### src/rtl/core_lsu.sv
// core_lsu: RV32 load/store unit. It sizes and aligns core requests and drives the wb_master cmd/busy interface.
// Optional macro LSU_MISALIGN_SPLIT_EN splits word-crossing accesses into two bus transactions.

package core_lsu_pkg;
  typedef enum logic [1:0] {
    WISHBONE_CMD_NONE  = 2'd0,
    WISHBONE_CMD_LOAD  = 2'd1,
    WISHBONE_CMD_STORE = 2'd2
  } wb_command_t;

  typedef enum logic [2:0] {
    LSU_IDLE   = 3'd0,
    LSU_ISSUE  = 3'd1,
    LSU_WAIT   = 3'd2,
    LSU_RESP   = 3'd3,
    LSU_ISSUE2 = 3'd4,
    LSU_WAIT2  = 3'd5
  } lsu_state_t;
endpackage

module core_lsu
  import core_lsu_pkg::*;
#(
  parameter int DATA_WIDTH = 32,
  parameter int ADDR_WIDTH = 32
) (
  input  logic                    clk_in,
  input  logic                    reset_in,
  input  logic                    req_valid_in,
  output logic                    req_ready_out,
  input  logic                    req_store_in,
  input  logic [2:0]              req_funct3_in,
  input  logic [ADDR_WIDTH-1:0]   req_addr_in,
  input  logic [DATA_WIDTH-1:0]   req_wdata_in,
  output logic                    resp_valid_out,
  output logic [DATA_WIDTH-1:0]   resp_rdata_out,
  output logic                    resp_fault_out,
  output wb_command_t             bus_cmd_out,
  input  logic                    bus_busy_in,
  input  logic [DATA_WIDTH-1:0]   bus_rdata_in,
  output logic [DATA_WIDTH-1:0]   bus_wdata_out,
  output logic [DATA_WIDTH/8-1:0] bus_wmask_out,
  output logic [ADDR_WIDTH-1:0]   bus_addr_out,
  output lsu_state_t              dbg_state_out
);

  localparam int NB  = DATA_WIDTH / 8;
  localparam int OFS = $clog2(NB);
  localparam logic [NB-1:0] ONE_NB = 1;

  // Request handshake: a request transfers on the rising edge where req_valid_in && req_ready_out;
  // ready is high only in IDLE, and a request presented in any other state is ignored, not queued.
  lsu_state_t r_state, w_next;

  logic                  r_store, r_unsigned, r_fault;
  logic [1:0]            r_size;
  logic [ADDR_WIDTH-1:0] r_addr;
  logic [DATA_WIDTH-1:0] r_wdata, r_lo;

  logic w_accept, w_size_ill, w_store_ill, w_illegal;

  assign w_accept    = req_valid_in && req_ready_out;
  assign w_size_ill  = (req_funct3_in[1:0] == 2'b11) && (DATA_WIDTH == 32);
  assign w_store_ill = req_store_in && req_funct3_in[2];

`ifdef LSU_MISALIGN_SPLIT_EN
  logic                  r_cross;
  logic [DATA_WIDTH-1:0] r_hi;
  logic                  w_cross;
  assign w_cross   = (32'(req_addr_in[OFS-1:0]) + (32'd1 << req_funct3_in[1:0])) > 32'(NB);
  assign w_illegal = w_size_ill || w_store_ill;
`else
  logic [2:0] w_req_amask;
  always_comb begin
    case (req_funct3_in[1:0])
      2'b00:   w_req_amask = 3'b000;
      2'b01:   w_req_amask = 3'b001;
      2'b10:   w_req_amask = 3'b011;
      default: w_req_amask = 3'b111;
    endcase
  end
  assign w_illegal = w_size_ill || w_store_ill || (|(req_addr_in[2:0] & w_req_amask));
`endif

  // Lane geometry of the latched request.
  logic [OFS-1:0]        w_ofs;
  logic [OFS+2:0]        w_bit_ofs;
  logic [3:0]            w_nbytes;
  logic [NB-1:0]         w_size_bytes;
  logic [ADDR_WIDTH-1:0] w_word_addr;

  assign w_ofs        = r_addr[OFS-1:0];
  assign w_bit_ofs    = {w_ofs, 3'b000};
  assign w_nbytes     = 4'd1 << r_size;
  assign w_size_bytes = (ONE_NB << w_nbytes) - ONE_NB;
  assign w_word_addr  = {r_addr[ADDR_WIDTH-1:OFS], {OFS{1'b0}}};

  logic [NB-1:0]         w_mask_lo, w_mask_hi;
  logic [DATA_WIDTH-1:0] w_wdata_lo, w_wdata_hi, w_load_sh;

`ifdef LSU_MISALIGN_SPLIT_EN
  logic [2*NB-1:0]         w_mask2;
  logic [2*DATA_WIDTH-1:0] w_wdata2, w_load2;
  assign w_mask2    = {{NB{1'b0}}, w_size_bytes} << w_ofs;
  assign w_wdata2   = {{DATA_WIDTH{1'b0}}, r_wdata} << w_bit_ofs;
  assign w_load2    = {r_hi, r_lo} >> w_bit_ofs;
  assign w_mask_lo  = w_mask2[NB-1:0];
  assign w_mask_hi  = w_mask2[2*NB-1:NB];
  assign w_wdata_lo = w_wdata2[DATA_WIDTH-1:0];
  assign w_wdata_hi = w_wdata2[2*DATA_WIDTH-1:DATA_WIDTH];
  assign w_load_sh  = w_load2[DATA_WIDTH-1:0];
`else
  assign w_mask_lo  = w_size_bytes << w_ofs;
  assign w_mask_hi  = '0;
  assign w_wdata_lo = r_wdata << w_bit_ofs;
  assign w_wdata_hi = '0;
  assign w_load_sh  = r_lo >> w_bit_ofs;
`endif

  // Load extension: keep the low n bytes, fill the rest with the sign bit unless unsigned.
  logic [DATA_WIDTH-1:0] w_keep, w_ext;
  logic                  w_sign;

  always_comb begin
    w_keep = '0;
    for (int i = 0; i < NB; i++) begin
      w_keep[8*i +: 8] = {8{w_size_bytes[i]}};
    end
  end

  always_comb begin
    case (r_size)
      2'b00:   w_sign = w_load_sh[7];
      2'b01:   w_sign = w_load_sh[15];
      2'b10:   w_sign = w_load_sh[31];
      default: w_sign = w_load_sh[DATA_WIDTH-1];
    endcase
  end

  assign w_ext = (w_load_sh & w_keep) | ({DATA_WIDTH{w_sign && !r_unsigned}} & ~w_keep);

  always_comb begin
    w_next = r_state;
    case (r_state)
      LSU_IDLE:   if (w_accept) w_next = w_illegal ? LSU_RESP : LSU_ISSUE;
      LSU_ISSUE:  w_next = LSU_WAIT;
`ifdef LSU_MISALIGN_SPLIT_EN
      LSU_WAIT:   if (!bus_busy_in) w_next = r_cross ? LSU_ISSUE2 : LSU_RESP;
`else
      LSU_WAIT:   if (!bus_busy_in) w_next = LSU_RESP;
`endif
      LSU_ISSUE2: w_next = LSU_WAIT2;
      LSU_WAIT2:  if (!bus_busy_in) w_next = LSU_RESP;
      LSU_RESP:   w_next = LSU_IDLE;
      default:    w_next = LSU_IDLE;
    endcase
  end

  logic w_first, w_second;
  assign w_first  = (r_state == LSU_ISSUE)  || (r_state == LSU_WAIT);
  assign w_second = (r_state == LSU_ISSUE2) || (r_state == LSU_WAIT2);

  always_comb begin
    bus_cmd_out   = WISHBONE_CMD_NONE;
    bus_addr_out  = '0;
    bus_wdata_out = '0;
    bus_wmask_out = '0;
    if ((r_state == LSU_ISSUE) || (r_state == LSU_ISSUE2)) begin
      bus_cmd_out = r_store ? WISHBONE_CMD_STORE : WISHBONE_CMD_LOAD;
    end
    if (w_first) begin
      bus_addr_out  = w_word_addr;
      bus_wdata_out = w_wdata_lo;
      bus_wmask_out = r_store ? w_mask_lo : '0;
    end else if (w_second) begin
      bus_addr_out  = w_word_addr + ADDR_WIDTH'(NB);
      bus_wdata_out = w_wdata_hi;
      bus_wmask_out = r_store ? w_mask_hi : '0;
    end
  end

  assign req_ready_out  = (r_state == LSU_IDLE);
  assign resp_valid_out = (r_state == LSU_RESP);
  assign resp_fault_out = (r_state == LSU_RESP) && r_fault;
  assign resp_rdata_out = ((r_state == LSU_RESP) && !r_fault && !r_store) ? w_ext : '0;
  assign dbg_state_out  = r_state;

  always_ff @(posedge clk_in) begin
    if (reset_in) begin
      r_state    <= LSU_IDLE;
      r_store    <= 1'b0;
      r_unsigned <= 1'b0;
      r_fault    <= 1'b0;
      r_size     <= '0;
      r_addr     <= '0;
      r_wdata    <= '0;
      r_lo       <= '0;
`ifdef LSU_MISALIGN_SPLIT_EN
      r_cross    <= 1'b0;
      r_hi       <= '0;
`endif
    end else begin
      r_state <= w_next;
      if (w_accept) begin
        r_store    <= req_store_in;
        r_unsigned <= req_funct3_in[2];
        r_size     <= req_funct3_in[1:0];
        r_addr     <= req_addr_in;
        r_wdata    <= req_wdata_in;
        r_fault    <= w_illegal;
`ifdef LSU_MISALIGN_SPLIT_EN
        r_cross    <= w_cross;
`endif
      end
      if ((r_state == LSU_WAIT) && !bus_busy_in) r_lo <= bus_rdata_in;
`ifdef LSU_MISALIGN_SPLIT_EN
      if ((r_state == LSU_WAIT2) && !bus_busy_in) r_hi <= bus_rdata_in;
`endif
    end
  end

endmodule

### config.mk
export PLATFORM = sky130hd
export DESIGN_NAME = core_lsu
export DESIGN_NICKNAME = d
export VERILOG_FILES = /design/src/rtl/core_lsu.sv
export SDC_FILE = /design/constraint.sdc
export NUM_CORES = 1
export LEC_CHECK = 0
export CELL_PAD_IN_SITES_DETAIL_PLACEMENT = 1
export CELL_PAD_IN_SITES_GLOBAL_PLACEMENT = 2
export CORE_MARGIN = 2
export CORE_UTILIZATION = 22
export CTS_CLUSTER_SIZE = 25
export DETAILED_ROUTE_END_ITERATION = 6
export PLACE_DENSITY = 0.76
export SETUP_SLACK_MARGIN = 0.3
export SYNTH_ARGS = -nofsm -noshare
export SYNTH_HDL_FRONTEND = slang
export SYNTH_SLANG_ARGS = --single-unit
export TNS_END_PERCENT = 20
### constraint.sdc
create_clock -name clk_in -period 2.08 [get_ports clk_in]
set_input_delay 0.624 -clock clk_in [delete_from_list [all_inputs] [get_ports clk_in]]
set_output_delay 0.624 -clock clk_in [all_outputs]
set_load 0.05 [all_outputs]
==> metrics.md <==
| Metric | Value |
|---|---|
| Initial Util | 0.2237 |
| Seq/Total Area, Yosys | 0.3463 |
| Num rows | 60 |
| Design area | 0.01257 mm2 |
| Io pins | 212 |
| Max Cap Violations | 0 |
| Gate count of the mapped netlist | 827 |
| WP data arrival | 2250 ps |
| Critical path fanouts, max | 6 |
| Initial antenna violation count | 3 |
| Die W | 169.3 um |
| Synthesized area per cell | 7.270 um2 |
| Clk buf depth | 2 |
| Grt ovf | 0 |
| Crit-path max cell delay | 530 ps |
| Worst-path cell with the longest stage delay | a2111o_1 |
| Reg-to-reg startpoint | dbg_state_out[0] |
| CTS tree | built |
| FF-to-FF End | r_lo[18] |
| Placed cell area | 0.01100 mm2 |
| WL/cell | 19.42 um |
| Final setup fails | 104 |
| Final ANT Viol Nets | 0 |
| Critical path class | flip-flop to primary output |
| Number of synthesized flops with an enable pin | 0 |
| DRC | 0 |
| Clock skew | 15.75 ps |
| Startpoint types | flip-flop |
| Pin count of the biggest net entering global routing | 53 |
| Fillers | 2950 |
| Final setup margin | -794.8 ps |
| Syn. warnings | 0 |
| CTS clk-pin slew, worst paths | 90 ps |
| CP startpoint | r_addr[4] |
| Status | finished with violations |
| Post-layout util | 0.4676 |
| Clock Tree Root | clkbuf_16 |
| TritonCTS Buffers | 9 |
| CTS HTree Levels | 3 |
| FFs w/ async S/R, synth | 0 |
| Power Density | 530.6 mW/mm2 |
| Pleak | 4.414 nW |
| Layout cells sized above 1 | 0.4319 |
| Fin. max-slew vios | 0 |
| Final min period | 2875 ps |
| Crit path cell chain | nand4_4 -> a2111o_1 -> buf_6 -> or3_4 -> a21oi_4 -> buf_12 |
| Vias per cell | 4.870 |
| Critical Path RT | 1460 ps |
| Seq cells post-synth | 104 |
| Count of cell types in the netlist | 61 |
| Rel. slew slack | 0.5510 |
| GP Congestion | 0.8428 |
| Clock Latency Late Sink | 370 ps |
| GRT Total Usage | 0.1965 |
| Core area | 0.02688 mm2 |
| DR iter-0 viols | 384 |
| HPWL Detailed | 21180 um |
| Worst Setup EP | bus_addr_out[12] |
| Post-synthesis cell area | 0.006012 mm2 |
| HP Class | flip-flop to flip-flop |
| DRT Pass-1 Iters | 4 |
| Fin nets | 1260 |
| Worst Tran Pin Value | 673.5 ps |
| R2R setup slack | 50 ps |
| Worst VDD drop | 0.4186 mV |
| RSZ-0062 raised after global routing | yes |
| Final WL | 29180 um |
| Vias in the first global route | 7654 |
| Max Clk Rate | 0.3478 GHz |
| Hold_buf cts | 0 |
| Setup crit end kind | primary output |
| First-pass GRT wire length | 43710 um |
| Pre-CTS WS | -517.4 ps |
| Period utilization | 1.382 |
| Min Hold Slack | 456.4 ps |
| I/O Buffers | 209 |
| Layout area overhead | 109.0% |
| Final setup TNS | -57970 ps |
| Failing checks | negative setup slack |
| Clk sinks | 104 |
| Final Hold Viols | 0 |
| DIE AREA | 0.02867 mm2 |
| Reg2reg path depth | 9 |
| Top FF cell, synth | dfxtp_1 |
| Vias | 7319 |
| Die H | 169.3 um |
## worst min path at each step
stage                 from          end  slack, ps  depth (start not counted)
2_1_floorplan      r_lo[0]      r_lo[0]        430                          2
3_3_place_gp   r_wdata[16]  r_wdata[16]        440                          2
3_5_place_dp   r_wdata[28]  r_wdata[28]        450                          2
4_1_cts        r_wdata[28]  r_wdata[28]        460                          2
5_1_grt        r_wdata[28]  r_wdata[28]        490                          2
6_report       r_wdata[27]  r_wdata[27]        460                          2
## timing repair
item	CTS	global route
setup endpoints to repair	157	206
buffers inserted	18	8
pin swaps	42	49
gates cloned	2	0
gates resized for setup	155	93
## state kept, by name (all words and copies together) (netlist names)
register / flops
r_unsigned: 1
r_wdata: 32
r_size: 2
r_store: 1
r_lo: 32
r_fault: 1
r_addr: 32
dbg_state_out: 3
## critical path, delay by kind of cell (launching register included)
family / cells / cell delay (ps)
buffers and inverters: 2 / 340
AND/OR/NAND/NOR: 2 / 460
AO/OA/AOI/OAI: 2 / 710
flip-flops: 1 / 380
## where the power goes
| group | internal (W) | leakage (nW) | switching, W |
|---|---|---|---|
| clock | 0.000986 | 0.155 | 0.000867 |
| combinational | 0.00119 | 3.40 | 0.00138 |
| sequential | 0.00212 | 0.857 | 0.000122 |
## metal layers
metal | routed length, um | share of wire | up-vias | track usage
li1 | - | - | 3537 | -
met1 | 12430 | 0.43 | 3585 | 0.2414
met2 | 14380 | 0.49 | 165 | 0.3343
met3 | 1767 | 0.061 | 32 | 0.06157
met4 | 614 | 0.021 | 0 | 0.04831
met5 | 0 | 0 | - | 0
## synthesized netlist by cell type, drive strengths merged, types with 2 or more instances
cell type	instances	share of area
or2	2	0.0021
o22ai	8	0.0083
nand4b	3	0.0044
nor3	8	0.0085
or3	12	0.012
xor2	7	0.011
nor2	45	0.028
a21oi	135	0.11
and4	6	0.0087
a211oi	33	0.041
inv	7	0.0044
o21ai	11	0.0092
and3	3	0.0031
o2111ai	2	0.0029
o22a	7	0.010
xnor2	2	0.0060
and2	13	0.014
o31ai	6	0.0075
o2bb2ai	9	0.013
nand2b	2	0.0021
buf	30	0.027
clkbuf	41	0.026
o211ai	3	0.0037
nand4bb	2	0.0037
nand3	10	0.0092
mux2i	37	0.062
nand4	11	0.012
o41ai	4	0.0058
a2111oi	2	0.0031
nor2b	18	0.019
dfxtp	104	0.35
or4	5	0.0062
nand2	223	0.14
## layout make-up
cell class / instances / area [um2] / area share
sequential: 104 / 2115 / 0.1683
clock buffer: 10 / 239.0 / 0.01902
multi-input combinational: 647 / 4933 / 0.3926
inverter: 7 / 26.28 / 0.002091
tap: 341 / 426.7 / 0.03395
timing repair buffer: 386 / 4750 / 0.3779
antenna: 2 / 5.005 / 0.0003982
clock inverter: 6 / 72.57 / 0.005775
## kinds of logic (layout without fill, tap and decap cells)
logic type | Yosys count | in the layout | synth area share
AND/OR/NAND/NOR | 368 | 369 | 0.2822
AO/OA/AOI/OAI | 228 | 228 | 0.2291
flip-flops | 104 | 104 | 0.3463
buffers and inverters | 78 | 409 | 0.05682
multiplexers | 38 | 38 | 0.06535
XOR/XNOR | 9 | 9 | 0.01748
adder cells (fa/ha/maj) | 1 | 1 | 0.002081
other | 1 | 4 | 0.0006238
## per-stage QoR
step	power, W	std cells
after floorplan	0.003375	828
after global placement	0.004451	1457
after detailed placement	0.004479	1457
after CTS	0.006592	1493
after global routing	0.006965	1502
final	0.006669	1503
## placed cells by master, fill, tap and decap left out, types with 18 or more instances in the layout
| cell | instances |
|---|---|
| dfxtp_1 | 90 |
| buf_4 | 123 |
| mux2i_1 | 30 |
| a21oi_1 | 96 |
| buf_6 | 46 |
| a21oi_2 | 23 |
| nor2_1 | 18 |
| nor2_4 | 18 |
| buf_12 | 107 |
| nand2_1 | 203 |
| clkdlybuf4s50_1 | 102 |
No activity file was read; power rests on OpenSTA's default activity.
==> RTL change (config.mk and constraints unchanged) <==
`ADDR_WIDTH`: 32 -> 48.
--- a/src/rtl/core_lsu.sv
+++ b/src/rtl/core_lsu.sv
@@ -24,3 +24,3 @@
   parameter int DATA_WIDTH = 32,
-  parameter int ADDR_WIDTH = 32
+  parameter int ADDR_WIDTH = 48
 ) (
Interface: changed (resized bus_addr_out and req_addr_in); port bits go from 212 to 244. The function was not compared with the original's and may differ.
==> RTL change against the unedited design <==
- the run still ends with negative setup slack left
- register-to-register slack better by 0.17 ns
- largest power group unchanged
- wire length up 21%
- area after synthesis up 15%
- synthesized cell count up 20%
- sequential power up 16%
- sequential cell count up 16
- via count up 19%
- total power up 30%
- first-iteration DRC count up 4.7%
- final area up 20%
- worst setup slack worse by 0.27 ns
- highest routed layer is now met5
==> RTL change: results (changes against the unedited design) <==
----------------------------------------------------
[Yosys]
  Multiplexer fraction of the synthesized cell area ... 5.11% (was 6.53%)
  Number of distinct library cell variants in the gate-level netlist after synthesis ... 50 (was 61)
  Sequential-to-total area share from yosys stat ... 34.9% (was 34.6%)

[Setup path]
  Timing endpoint of the critical path ... bus_addr_out[24] (was bus_addr_out[12])
  Worst path arrival time ... 2.52 ns (was 2.25 ns)
  R2r setup slk ... 0.22 ns (was 0.05 ns)
  Critical Path Source ... r_addr[2] (was r_addr[4])
  Endpoint of the lowest-slack register-to-register path ... r_lo[23] (was r_lo[18])

[Timing]
  Fin worst setup slack ... -1.07 ns (was -0.795 ns)
  Slew at the pin with the worst max-slew slack ... 0.513 ns (was 0.674 ns)
  # setup viols final ... 116 (was 104)
  Worst hold slack ... 0.450 ns (was 0.456 ns)

[Layout]
  Diodes inserted ... 4 (was 2)
  Layout overhead on the synthesized area ... 119% (was 109%)
  Ratio of cells with drive above 1 in the final layout ... 43.7% (was 43.2%)
  Largest registers ranked by flip-flop count ... r_addr x48, r_lo x32, r_wdata x32 (was r_addr x32, r_lo x32, r_wdata x32)
  Non-clock buffer contribution to total cell area ... 37.4% (was 37.8%)
  Non-CTS buffers ... 452 (was 386)
  Multi-input logic portion of the cell area ... 39.0% (was 39.3%)
  Clock-cell share of area ... 3.85% (was 2.48%)
  Final Net Count ... 1497 (was 1260)

[GRT]
  Met1 GRT Util ... 25.5% (was 24.1%)
  Met3 track demand over resource in global routing ... 5.36% (was 6.16%)
  Maximum number of pins on one net before global-route repair ... 35 (was 53)

[Detailed routing]
  Wire length on met2 ... 17.8 mm (was 14.4 mm)
  M1 WL ... 14.7 mm (was 12.4 mm)
  Mean number of vias per cell ... 4.86 (was 4.87)
  Uppermost metal layer occupied by signal nets ... met5 (was met4)

[Clocking]
  Clk Latency, worst-skew pair ... 0.42 ns (was 0.37 ns)
  Total CTS buffers ... 17 (was 9)
  Post-CTS setup-driven buffer insertion count ... 13 (was 18)
  Number of gates resized after CTS ... 172 (was 155)
  CTS H-tree lvls ... 4 (was 3)

[Placement]
  Post-DP HPWL ... 24.7 mm (was 21.2 mm)
  Cell area after placement ... 0.0132 mm^2 (was 0.0110 mm^2)
  DP Worst Slack ... -0.565 ns (was -0.517 ns)
  Number of instances in the placed design ... 1721 (was 1457)

[Power and ir drop]
  Power in sequential cells ... 0.00259 W (was 0.00224 W)
  Worst vdd rail ir drop ... 0.556 mV (was 0.419 mV)

[Run status]
  Failing checks ... negative setup slack (unchanged)
  Result of the run ... complete, but fails checks (unchanged)

----------------------------------------------------
RTL change: cell count changes in the layout (fill, tap and decap cells not counted), sizes merged, moves of 9 or more:
| cell | before | now |
|---|---|---|
| nor2 | 45 | 81 |
| buf | 284 | 332 |
| nor3 | 8 | 27 |
| clkdlybuf4s50 | 102 | 118 |
| a21oi | 135 | 149 |
| o21ai | 11 | 20 |
| xnor2 | 2 | 31 |
| nor4 | 1 | 19 |
| nand2 | 223 | 263 |
| dfxtp | 104 | 120 |
| o2bb2ai | 9 | 0 |
RTL change: critical path, stage by stage (launching register included):
cell                       delay (ns)
sky130_fd_sc_hd__dfxtp_4         0.36
sky130_fd_sc_hd__ha_4            0.14
sky130_fd_sc_hd__and4_4          0.29
sky130_fd_sc_hd__o211ai_1        0.24
sky130_fd_sc_hd__buf_4           0.26
sky130_fd_sc_hd__nor4_4          0.39
sky130_fd_sc_hd__xnor2_2         0.16
sky130_fd_sc_hd__nor2_4          0.13
sky130_fd_sc_hd__buf_12          0.14
